<file path="src/rtl/vga_arb_pkg.sv">
// Shared geometry, widths and FSM state type for the VGA plot arbiter.
package vga_arb_pkg;

    localparam int SCREEN_W = 160;
    localparam int SCREEN_H = 120;
    localparam int X_W      = 8;
    localparam int Y_W      = 7;
    localparam int COLOUR_W = 3;

    localparam logic [X_W-1:0] X_LAST = X_W'(SCREEN_W - 1);
    localparam logic [Y_W-1:0] Y_LAST = Y_W'(SCREEN_H - 1);
    localparam logic [X_W-1:0] X_LIM  = X_W'(SCREEN_W);
    localparam logic [Y_W-1:0] Y_LIM  = Y_W'(SCREEN_H);

    typedef enum logic {
        CLEAR = 1'b0,
        ARB   = 1'b1
    } arb_state_e;

endpackage

</file>
<file path="src/rtl/rr_pick.sv">
// Combinational round-robin picker: first set bit of eligible_i at or above
// rr_ptr_i, wrapping around.
module rr_pick #(
    parameter int NUM_REQ = 4,
    parameter int PTR_W   = 2
) (
    input  logic [NUM_REQ-1:0] eligible_i,
    input  logic [PTR_W-1:0]   rr_ptr_i,
    output logic               valid_o,
    output logic [PTR_W-1:0]   winner_o
);

    logic [PTR_W-1:0] idx;

    always_comb begin
        valid_o  = 1'b0;
        winner_o = rr_ptr_i;
        idx      = '0;
        for (int k = 0; k < NUM_REQ; k++) begin
            idx = PTR_W'((int'(rr_ptr_i) + k) % NUM_REQ);
            if (!valid_o && eligible_i[idx]) begin
                valid_o  = 1'b1;
                winner_o = idx;
            end
        end
    end

endmodule

</file>
<file path="src/rtl/vga_plot_arbiter.sv">
// Round-robin arbiter for the VGA adapter pixel port with power-up/commanded
// full-screen clear. Define VGA_ARB_BOUNDS_CHECK_EN to suppress off-screen plots.
module vga_plot_arbiter
    import vga_arb_pkg::*;
#(
    parameter int                  NUM_REQ      = 4,
    parameter logic [COLOUR_W-1:0] CLEAR_COLOUR = 3'b000
) (
    input  logic                         clock,
    input  logic                         reset,
    input  logic [NUM_REQ-1:0]           req,
    input  logic [NUM_REQ*X_W-1:0]       req_x,
    input  logic [NUM_REQ*Y_W-1:0]       req_y,
    input  logic [NUM_REQ*COLOUR_W-1:0]  req_colour,
    input  logic                         clear_req,
    output logic [NUM_REQ-1:0]           gnt,
    output logic [X_W-1:0]               x,
    output logic [Y_W-1:0]               y,
    output logic [COLOUR_W-1:0]          colour,
    output logic                         plot,
    output logic                         busy
);

    localparam int PTR_W = (NUM_REQ > 1) ? $clog2(NUM_REQ) : 1;

    arb_state_e           state_q;
    logic [X_W-1:0]       sx_q;
    logic [Y_W-1:0]       sy_q;
    logic [PTR_W-1:0]     rr_q;
    logic [NUM_REQ-1:0]   gnt_q;
    logic [X_W-1:0]       x_q;
    logic [Y_W-1:0]       y_q;
    logic [COLOUR_W-1:0]  colour_q;
    logic                 plot_q;
    logic                 busy_q;

    logic [X_W-1:0]       rx [NUM_REQ];
    logic [Y_W-1:0]       ry [NUM_REQ];
    logic [COLOUR_W-1:0]  rc [NUM_REQ];

    for (genvar g = 0; g < NUM_REQ; g++) begin : g_unpack
        assign rx[g] = req_x[g*X_W +: X_W];
        assign ry[g] = req_y[g*Y_W +: Y_W];
        assign rc[g] = req_colour[g*COLOUR_W +: COLOUR_W];
    end

    // Last cycle's grantee still shows req high with stale data; mask it once.
    logic [NUM_REQ-1:0] eligible_d;
    logic               win_valid;
    logic [PTR_W-1:0]   win;
    logic               in_bounds;

    assign eligible_d = req & ~gnt_q;

    rr_pick #(
        .NUM_REQ (NUM_REQ),
        .PTR_W   (PTR_W)
    ) u_rr_pick (
        .eligible_i (eligible_d),
        .rr_ptr_i   (rr_q),
        .valid_o    (win_valid),
        .winner_o   (win)
    );

`ifdef VGA_ARB_BOUNDS_CHECK_EN
    assign in_bounds = (rx[win] < X_LIM) && (ry[win] < Y_LIM);
`else
    assign in_bounds = 1'b1;
`endif

    always_ff @(posedge clock or negedge reset) begin
        if (!reset) begin
            state_q  <= CLEAR;
            sx_q     <= '0;
            sy_q     <= '0;
            rr_q     <= '0;
            gnt_q    <= '0;
            x_q      <= '0;
            y_q      <= '0;
            colour_q <= '0;
            plot_q   <= 1'b0;
            busy_q   <= 1'b1;
        end else begin
            case (state_q)
                CLEAR: begin
                    gnt_q    <= '0;
                    plot_q   <= 1'b1;
                    colour_q <= CLEAR_COLOUR;
                    x_q      <= sx_q;
                    y_q      <= sy_q;
                    if (sx_q == X_LAST) begin
                        sx_q <= '0;
                        if (sy_q == Y_LAST) begin
                            sy_q    <= '0;
                            state_q <= ARB;
                            busy_q  <= 1'b0;
                        end else begin
                            sy_q <= sy_q + 1'b1;
                        end
                    end else begin
                        sx_q <= sx_q + 1'b1;
                    end
                end
                ARB: begin
                    if (clear_req) begin
                        state_q <= CLEAR;
                        sx_q    <= '0;
                        sy_q    <= '0;
                        busy_q  <= 1'b1;
                        gnt_q   <= '0;
                        plot_q  <= 1'b0;
                    end else if (win_valid) begin
                        gnt_q  <= NUM_REQ'(1) << win;
                        rr_q   <= (win == PTR_W'(NUM_REQ - 1)) ? '0 : win + 1'b1;
                        plot_q <= in_bounds;
                        if (in_bounds) begin
                            x_q      <= rx[win];
                            y_q      <= ry[win];
                            colour_q <= rc[win];
                        end
                    end else begin
                        gnt_q  <= '0;
                        plot_q <= 1'b0;
                    end
                end
                default: state_q <= CLEAR;
            endcase
        end
    end

    assign gnt    = gnt_q;
    assign x      = x_q;
    assign y      = y_q;
    assign colour = colour_q;
    assign plot   = plot_q;
    assign busy   = busy_q;

endmodule
</file>
<file path="config.mk">
export PLATFORM = sky130hd
export DESIGN_NAME = vga_plot_arbiter
export DESIGN_NICKNAME = d
export VERILOG_FILES = /design/src/rtl/vga_arb_pkg.sv /design/src/rtl/rr_pick.sv /design/src/rtl/vga_plot_arbiter.sv
export SDC_FILE = /design/constraint.sdc
export NUM_CORES = 1
export LEC_CHECK = 0
export ABC_AREA = 1
export ABC_CLOCK_PERIOD_IN_PS = 2600
export CAP_MARGIN = 40
export CELL_PAD_IN_SITES_DETAIL_PLACEMENT = 0
export CELL_PAD_IN_SITES_GLOBAL_PLACEMENT = 2
export CORE_MARGIN = 2
export CORE_UTILIZATION = 24
export DETAILED_ROUTE_END_ITERATION = 10
export PLACE_DENSITY_LB_ADDON = 0.1
export SLEW_MARGIN = 0
export SYNTH_ARGS = -nofsm -noshare
export SYNTH_HDL_FRONTEND = slang
export SYNTH_SLANG_ARGS = --single-unit
</file>
<file path="constraint.sdc">
create_clock -name clock -period 2.6 [get_ports clock]
set_clock_uncertainty 0.05 [all_clocks]
set_input_delay 0.78 -clock clock [delete_from_list [all_inputs] [get_ports clock]]
set_output_delay 0.78 -clock clock [all_outputs]
set_load 0.02 [all_outputs]
</file>
==> results of run 1 <==
-- final cells by class --
| cell class | count | area, um^2 | area share (%) |
|---|---|---|---|
| Clock buffer | 7 | 143 | 3.22 |
| Tap cell | 168 | 210 | 4.75 |
| Multi-Input combinational cell | 339 | 1630 | 36.8 |
| Clock inverter | 1 | 5.00 | 0.113 |
| Timing Repair Buffer | 120 | 1190 | 26.9 |
| Inverter | 50 | 198 | 4.47 |
| Sequential cell | 42 | 1050 | 23.8 |
-- cell usage in the layout, fill, tap and decap left out, types with 2 or more instances in the layout --
cell                              netlist  final
sky130_fd_sc_hd__nand3_2                8     10
sky130_fd_sc_hd__dfrtp_1               41     41
sky130_fd_sc_hd__clkdlybuf4s50_1        0    101
sky130_fd_sc_hd__nor2_1                14     14
sky130_fd_sc_hd__buf_4                  1     15
sky130_fd_sc_hd__nor4_1                 3      3
sky130_fd_sc_hd__o21ai_1                3      3
sky130_fd_sc_hd__inv_1                 46     46
sky130_fd_sc_hd__nor2_4                 3      3
sky130_fd_sc_hd__o21ai_0               21     21
sky130_fd_sc_hd__o22ai_1                4      4
sky130_fd_sc_hd__xor2_1                 3      3
sky130_fd_sc_hd__nand2_2               13     13
sky130_fd_sc_hd__nand2_4                4      4
sky130_fd_sc_hd__nor3_1                 4      4
sky130_fd_sc_hd__nand2_1              198    197
sky130_fd_sc_hd__ha_1                   3      3
sky130_fd_sc_hd__clkbuf_16              0      5
sky130_fd_sc_hd__buf_12                 0      3
sky130_fd_sc_hd__nand4_1                2      2
sky130_fd_sc_hd__a21oi_1                7      7
sky130_fd_sc_hd__inv_2                  2      2
sky130_fd_sc_hd__nand3_1               44     42
-- repair_timing --
item / 4_1_cts / 5_1_grt
gates resized for setup: 0 / 5
endpoints found under the setup margin: 0 / 18
buffers inserted: 0 / 2
-- per-layer routing --
layer | vias up | global-route usage (%) | wire length [um]
li1 | 1625 | - | -
met4 | 0 | 2.97 | 19
met2 | 68 | 22.7 | 4110
met3 | 2 | 3.90 | 568
met1 | 1340 | 21.0 | 4710
met5 | - | 0 | 0
-- worst max path at each step --
stage / start / endpoint / slack (ns) / cells past startpoint
after global placement: req[0] / colour[0] / -0.19 / 16
after floorplan: req[1] / rr_q[1] / 0.39 / 11
after detailed placement: req[1] / y[5] / -0.22 / 13
final: req[1] / rr_q[1] / 0.17 / 13
after CTS: req[1] / y[5] / 0.06 / 13
after global routing: req[0] / x[6] / 0.007 / 15
-- critical path, cell delays in order --
cell	delay, ns
sky130_fd_sc_hd__clkdlybuf4s50_1	0.48
sky130_fd_sc_hd__nand3_1	0.10
sky130_fd_sc_hd__nand3_1	0.12
sky130_fd_sc_hd__nand2_1	0.14
sky130_fd_sc_hd__inv_2	0.12
sky130_fd_sc_hd__nand3_2	0.09
sky130_fd_sc_hd__inv_1	0.08
sky130_fd_sc_hd__nand2_1	0.06
sky130_fd_sc_hd__nand3_2	0.10
sky130_fd_sc_hd__nand2_4	0.07
sky130_fd_sc_hd__ha_1	0.27
sky130_fd_sc_hd__nand2_1	0.06
sky130_fd_sc_hd__o21ai_0	0.07
-- cell families (layout without fill, tap and decap cells) --
group / count (synthesis) / in the layout / share of synthesized area, %
compound gates: 38 / 38 / 6.82
xor+xnor: 4 / 4 / 1.18
fa+ha+maj: 3 / 3 / 1.26
buf+inv: 62 / 178 / 10.6
flops: 42 / 42 / 35.4
simple gates: 294 / 294 / 44.7
-- registers in the layout, indices dropped and copies added (netlist names) --
signal   flops
plot         1
colour       3
busy         1
x            8
gnt          4
sy_q         7
state_q      1
rr_q         2
sx_q         8
y            7
-- cell usage after synthesis, drive strengths merged --
cell type	n	share of area, %
nand2	215	29
nand3	52	10
inv	50	6.7
dfrtp	41	35
o21ai	24	4.0
nor2	17	2.9
buf	10	3.7
a21oi	7	1.2
nor3	4	0.67
o22ai	4	0.84
ha	3	1.3
nand4	3	1.1
nor4	3	0.63
xor2	3	0.88
clkbuf	2	0.25
a31oi	1	0.21
dfstp	1	0.88
o31ai	1	0.25
o32ai	1	0.29
xnor2	1	0.29
-- power groups by stage --
stage	registers, mW	clock network (mW)	logic [mW]
after floorplan	1.04	0	1.53
after global placement	0.982	0	2.37
after detailed placement	0.982	0	2.35
after CTS	0.972	0.649	2.36
after global routing	1.00	0.679	2.66
final	0.971	0.624	2.33
-- metrics by stage --
stage / area, um^2 / total power [mW] / setup TNS [ns] / utilization [%] / worst slack, ns
after floorplan: 2970 / 2.57 / 0 / - / 0.394
after global placement: 4210 / 3.36 / -3.38 / 34.9 / -0.189
after detailed placement: 4210 / 3.33 / -3.70 / 34.9 / -0.224
after CTS: 4360 / 3.98 / 0 / 36.2 / 0.0566
after global routing: 4430 / 4.34 / 0 / 36.7 / 0.00742
final: 4430 / 3.93 / 0 / 36.7 / 0.173
==> run metrics, run 1 <==
number of cells in the finished layout apart from fillers 727; number of buffers created by CTS 5; fraction of final layout cells with drive strength greater than 1 a little under an eighth; slew at the pin closest to its max-slew limit ~0.53 ns; Hold Crit Start busy; sequential area share after synthesis 35.4%; Max-Slew Margin vs Limit between 60% and 70%; Routability Congestion 0.758; sink count of the clock tree 42; total detailed-routing wirelength 9410 um; Final Max Tran Viols 0; CTS tree built; die area 13300 um^2; diodes inserted 0; static power due to leakage approximately 2.1 nW; final worst-path cycle share 93.3%; sequential group share of total power 24.7%; global-route total usage across every layer about 15%; r2r endpoint y[2]; combinational share of power 59.4%; worst skew pair latency ~0.28 ns; worst hold slack 0.410 ns; Endpoint, Worst Hold busy; run status completed; Tmin final around 2.4 ns; total count of hold-check failures in the final report 0; placed instance count 717; maximum level of the CTS H-tree 2; Vias/cell 4.17; DRC violation count after routing 0; Layout fillers 1327; number of standard cells after synthesis around 440; number of optimization iterations in the first detailed-route pass 6; flip-flop and latch count after synthesis 42; reg2reg start rr_q[0]; cell-internal power 2.10 mW; PortBufs ~100; Synthesized Nets 525; average wire per standard cell 12.9 um; RSZ-0062 raised after global routing no; maximum clock path buffer count 2; PwrDens 887 nW/um^2; remaining antenna violation count after routing 0; reported max-cap violation count 0; routed vias just over 3000; Net Switching 1.82 mW; hold depth 2; Mapped Avg Cell Area 6.71 um^2; HPWL after DPL 7480 um; number of distinct library cells after synthesis 30; die height between 100 and 150 um; Floorplan Core Area 12100 um^2; root buffer selected by CTS sky130_fd_sc_hd__clkbuf_16; worst-case reg-to-reg path depth 14; Max Freq between 400 and 500 MHz; number of standard-cell rows in the floorplan 40; CP Launch Type input pin; number of top-level pins 103; First DRT Iteration DRCs 118; critical setup path kind input pin to flop; vias in the first global route 3055; endpoint kind of the worst setup timing path flop; maximum vdd ir drop 0.327 mV; global route overflow 0; worst setup slack for register-to-register paths 0.38 ns; maximum number of pins on one net before global-route repair 34; Clk pwr share 15.9%; Reg clk slew, reported paths roughly 0.060 ns; initial antenna violation count 0; Max FO, Critical Path 4; setup violation total in the final timing report 0; global-route wire length before repair 15500 um; final net count 640; Initial Util around a quarter; DIE WIDTH 115 um; switching portion of total power 46.5%; Synth Cell Area 2970 um^2; Worst EP required between 2 and 3 ns; warnings from Yosys 0; layout-stage area growth over the synthesis result 49.0%; data arrival time at the worst-slack endpoint 2.54 ns; Hold Buf Count CTS 0; HP Class flop to flop
(Power assumes the default switching activity.)
==> run 2: changes to the inputs <==
--- a/config.mk
+++ b/config.mk
@@ -14,7 +14,7 @@
 export CORE_UTILIZATION = 24
 export DETAILED_ROUTE_END_ITERATION = 10
 export PLACE_DENSITY_LB_ADDON = 0.1
-export SLEW_MARGIN = 0
+export SLEW_MARGIN = 10
 export SYNTH_ARGS = -nofsm -noshare
 export SYNTH_HDL_FRONTEND = slang
 export SYNTH_SLANG_ARGS = --single-unit
==> constraint.sdc (replaced) <==
create_clock -name clock -period 2.6 [get_ports clock]
set_clock_uncertainty 0.05 [all_clocks]
set_input_delay 0.78 -clock clock [delete_from_list [all_inputs] [get_ports clock]]
set_output_delay 0.78 -clock clock [all_outputs]
set_load 0.1 [all_outputs]
==> run 2 against run 1 <==
  * Critical path depth increased by 1
  * Total power rose by 16%
  * First-iteration DRC count increased by 20%
  * Sequential share of layout area about the same
  * Critical endpoint is now y[2]
  * Largest power group unchanged
==> run metrics, run 2 (synthesis gave the netlist of run 1 again) <==
maximum level of the CTS H-tree 2; CTS tree built; maximum vdd ir drop 0.322 mV; Tmin final about 2.5 ns; sink count of the clock tree 42; maximum number of pins on one net before global-route repair 34; most frequent standard cell in the layout excluding fill and tap cells sky130_fd_sc_hd__nand2_1; Reg clk slew, reported paths about 0.060 ns; root buffer selected by CTS sky130_fd_sc_hd__clkbuf_16; placed instance count 716; routed vias between 3000 and 4000; diodes inserted 0; run status completed; average wire per standard cell between 10 and 15 um; DIE WIDTH 115 um; data arrival time at the worst-slack endpoint 2.61 ns; PortBufs between 100 and 150; Max Freq 403 MHz; maximum clock path buffer count 2; PwrDens 1020 nW/um^2; critical setup path kind input pin to flop; total count of hold-check failures in the final report 0; vias in the first global route 2967; Vias/cell 4.28; static power due to leakage 2.13 nW; HP Class flop to flop; die area approximately 13000 um^2; Max-Slew Margin vs Limit 60.3%; crit path launch req[1]; layout-stage area growth over the synthesis result 49.1%; Util after Layout 36.7%; met3 global-route usage under 10%; Sequential Area 1050 um^2; First DRT Iteration DRCs roughly 140; number of optimization iterations in the first detailed-route pass 4; global-route total usage across every layer 14.6%; delay of the slowest cell on the worst path 0.45 ns; setup violation total in the final timing report 0; remaining antenna violation count after routing 0; final net count 640; number of buffers created by CTS 5; GRT Max-Usage Layer met2; area of combinational cells with multiple inputs 1690 um^2; Max FO, Critical Path 7; total detailed-routing wirelength between 9000 and 10000 um; number of cells in the finished layout apart from fillers 727; initial antenna violation count 0; HPWL after DPL ~7500 um; total power consumption of the routed design 4.54 mW; worst skew pair latency roughly 0.28 ns; Worst EP required 2.72 ns; cells along the critical path clkdlybuf4s50_1, nand3_2, nand3_2, nand2_4, nand2_2, nor2_4, nand3_4, buf_6, nand3_1, nand2_1, nand2_1, nand2_1, nand2_1, nand2_1; Final Max Tran Viols 0; Initial Util 24.6%; worst-case reg-to-reg path depth 14; fraction of final layout cells with drive strength greater than 1 ~16%; Routability Congestion 0.749; cell type of the slowest stage on the worst timing path sky130_fd_sc_hd__clkdlybuf4s50_1; global route overflow 0; met1 usage in global routing about a fifth; number of standard-cell rows in the floorplan 40; DRC violation count after routing 0; r2r endpoint y[2]; Floorplan Core Area approximately 12000 um^2; Layout fillers 1327; reported max-cap violation count 0; Worst setup endpoint y[2]; commonest cells after routing, fill and taps aside sky130_fd_sc_hd__nand2_1 (196), sky130_fd_sc_hd__clkdlybuf4s50_1 (77), sky130_fd_sc_hd__inv_1 (46), sky130_fd_sc_hd__dfrtp_1 (41), sky130_fd_sc_hd__nand3_1 (38); reg2reg start rr_q[0]; global-route wire length before repair 15200 um; Non-Filler Cell Area, Final 4430 um^2; slew at the pin closest to its max-slew limit 0.595 ns; Post-DP Area about 4200 um^2; die height 115 um; CP Launch Type input pin; worst setup slack for register-to-register paths 0.23 ns; number of top-level pins just over 100; met2 GRT Util between 20 and 25%; most prevalent standard cell on the critical path sky130_fd_sc_hd__nand2_1; endpoint kind of the worst setup timing path flop; final worst-path cycle share between 90% and 100%
[run 2: cell types whose count changed in the layout (fill, tap and decap cells not counted), sizes merged]
| cell | delta |
|---|---|
| clkdlybuf4s50 | -24 |
| nand2 | +1 |
| buf | +23 |
| clkinv | +1 |
| clkbuf | -1 |
[run 2: worst min path at each step]
stage | startpoint | to | depth (start not counted)
floorplan | sy_q[6] | sy_q[6] | 1
global placement | sy_q[6] | sy_q[6] | 1
detailed placement | busy | busy | 2
CTS | busy | busy | 2
global route | busy | busy | 2
finish | busy | busy | 2
[run 2: through the flow]
stage          hold slack [ns]  setup TNS (ns)  worst slack (ns)
4_1_cts                  0.417               0            0.0708
5_1_grt                  0.428         -0.0910           -0.0298
3_3_place_gp             0.402           -3.38            -0.190
3_5_place_dp             0.407           -3.79            -0.209
2_1_floorplan            0.383               0            0.0930
6_report                 0.411               0             0.116
[run 2: report_power, final]
part	total [mW]	internal, mW	switching (mW)
Combinational	2.95	0.908	2.05
Sequential	0.983	0.827	0.156
Clock	0.603	0.353	0.250
[run 2: cell type report]
class / instances / share of cell area [%]
multi-input combinational: 340 / 38.2
sequential: 42 / 23.8
clock buffer: 6 / 2.91
timing repair buffer: 119 / 25.7
clock inverter: 2 / 0.226
tap: 168 / 4.75
inverter: 50 / 4.52
[run 2: layer usage]
layer | up-vias | share of wire (%)
met5 | - | 0
met4 | 0 | 0.51
met3 | 4 | 6.1
met2 | 87 | 43
met1 | 1387 | 50
li1 | 1632 | -
[run 2: worst max-delay path, delay by kind of cell]
| family | cells | cell delay (ns) |
|---|---|---|
| buffers and inverters | 2 | 0.65 |
| AND/OR/NAND/NOR | 12 | 1.18 |
[run 2: what timing repair did]
action / in CTS / in global routing
setup buffers: 0 / 2
hold buffers: 0 / 0
endpoints found under the hold margin: 0 / 0
setup endpoints to repair: 0 / 19
gates resized for setup: 0 / 16
==> run 3: changes to the inputs <==
--- a/config.mk
+++ b/config.mk
@@ -7,11 +7,12 @@
 export LEC_CHECK = 0
 export ABC_AREA = 1
 export ABC_CLOCK_PERIOD_IN_PS = 2600
-export CAP_MARGIN = 40
+export CAP_MARGIN = 20
 export CELL_PAD_IN_SITES_DETAIL_PLACEMENT = 0
 export CELL_PAD_IN_SITES_GLOBAL_PLACEMENT = 2
 export CORE_MARGIN = 2
 export CORE_UTILIZATION = 24
+export CTS_CLUSTER_DIAMETER = 120
 export DETAILED_ROUTE_END_ITERATION = 10
 export PLACE_DENSITY_LB_ADDON = 0.1
 export SLEW_MARGIN = 10
==> results of run 3 <==
The final DEF is identical to that of run 2; final timing and power are the same.
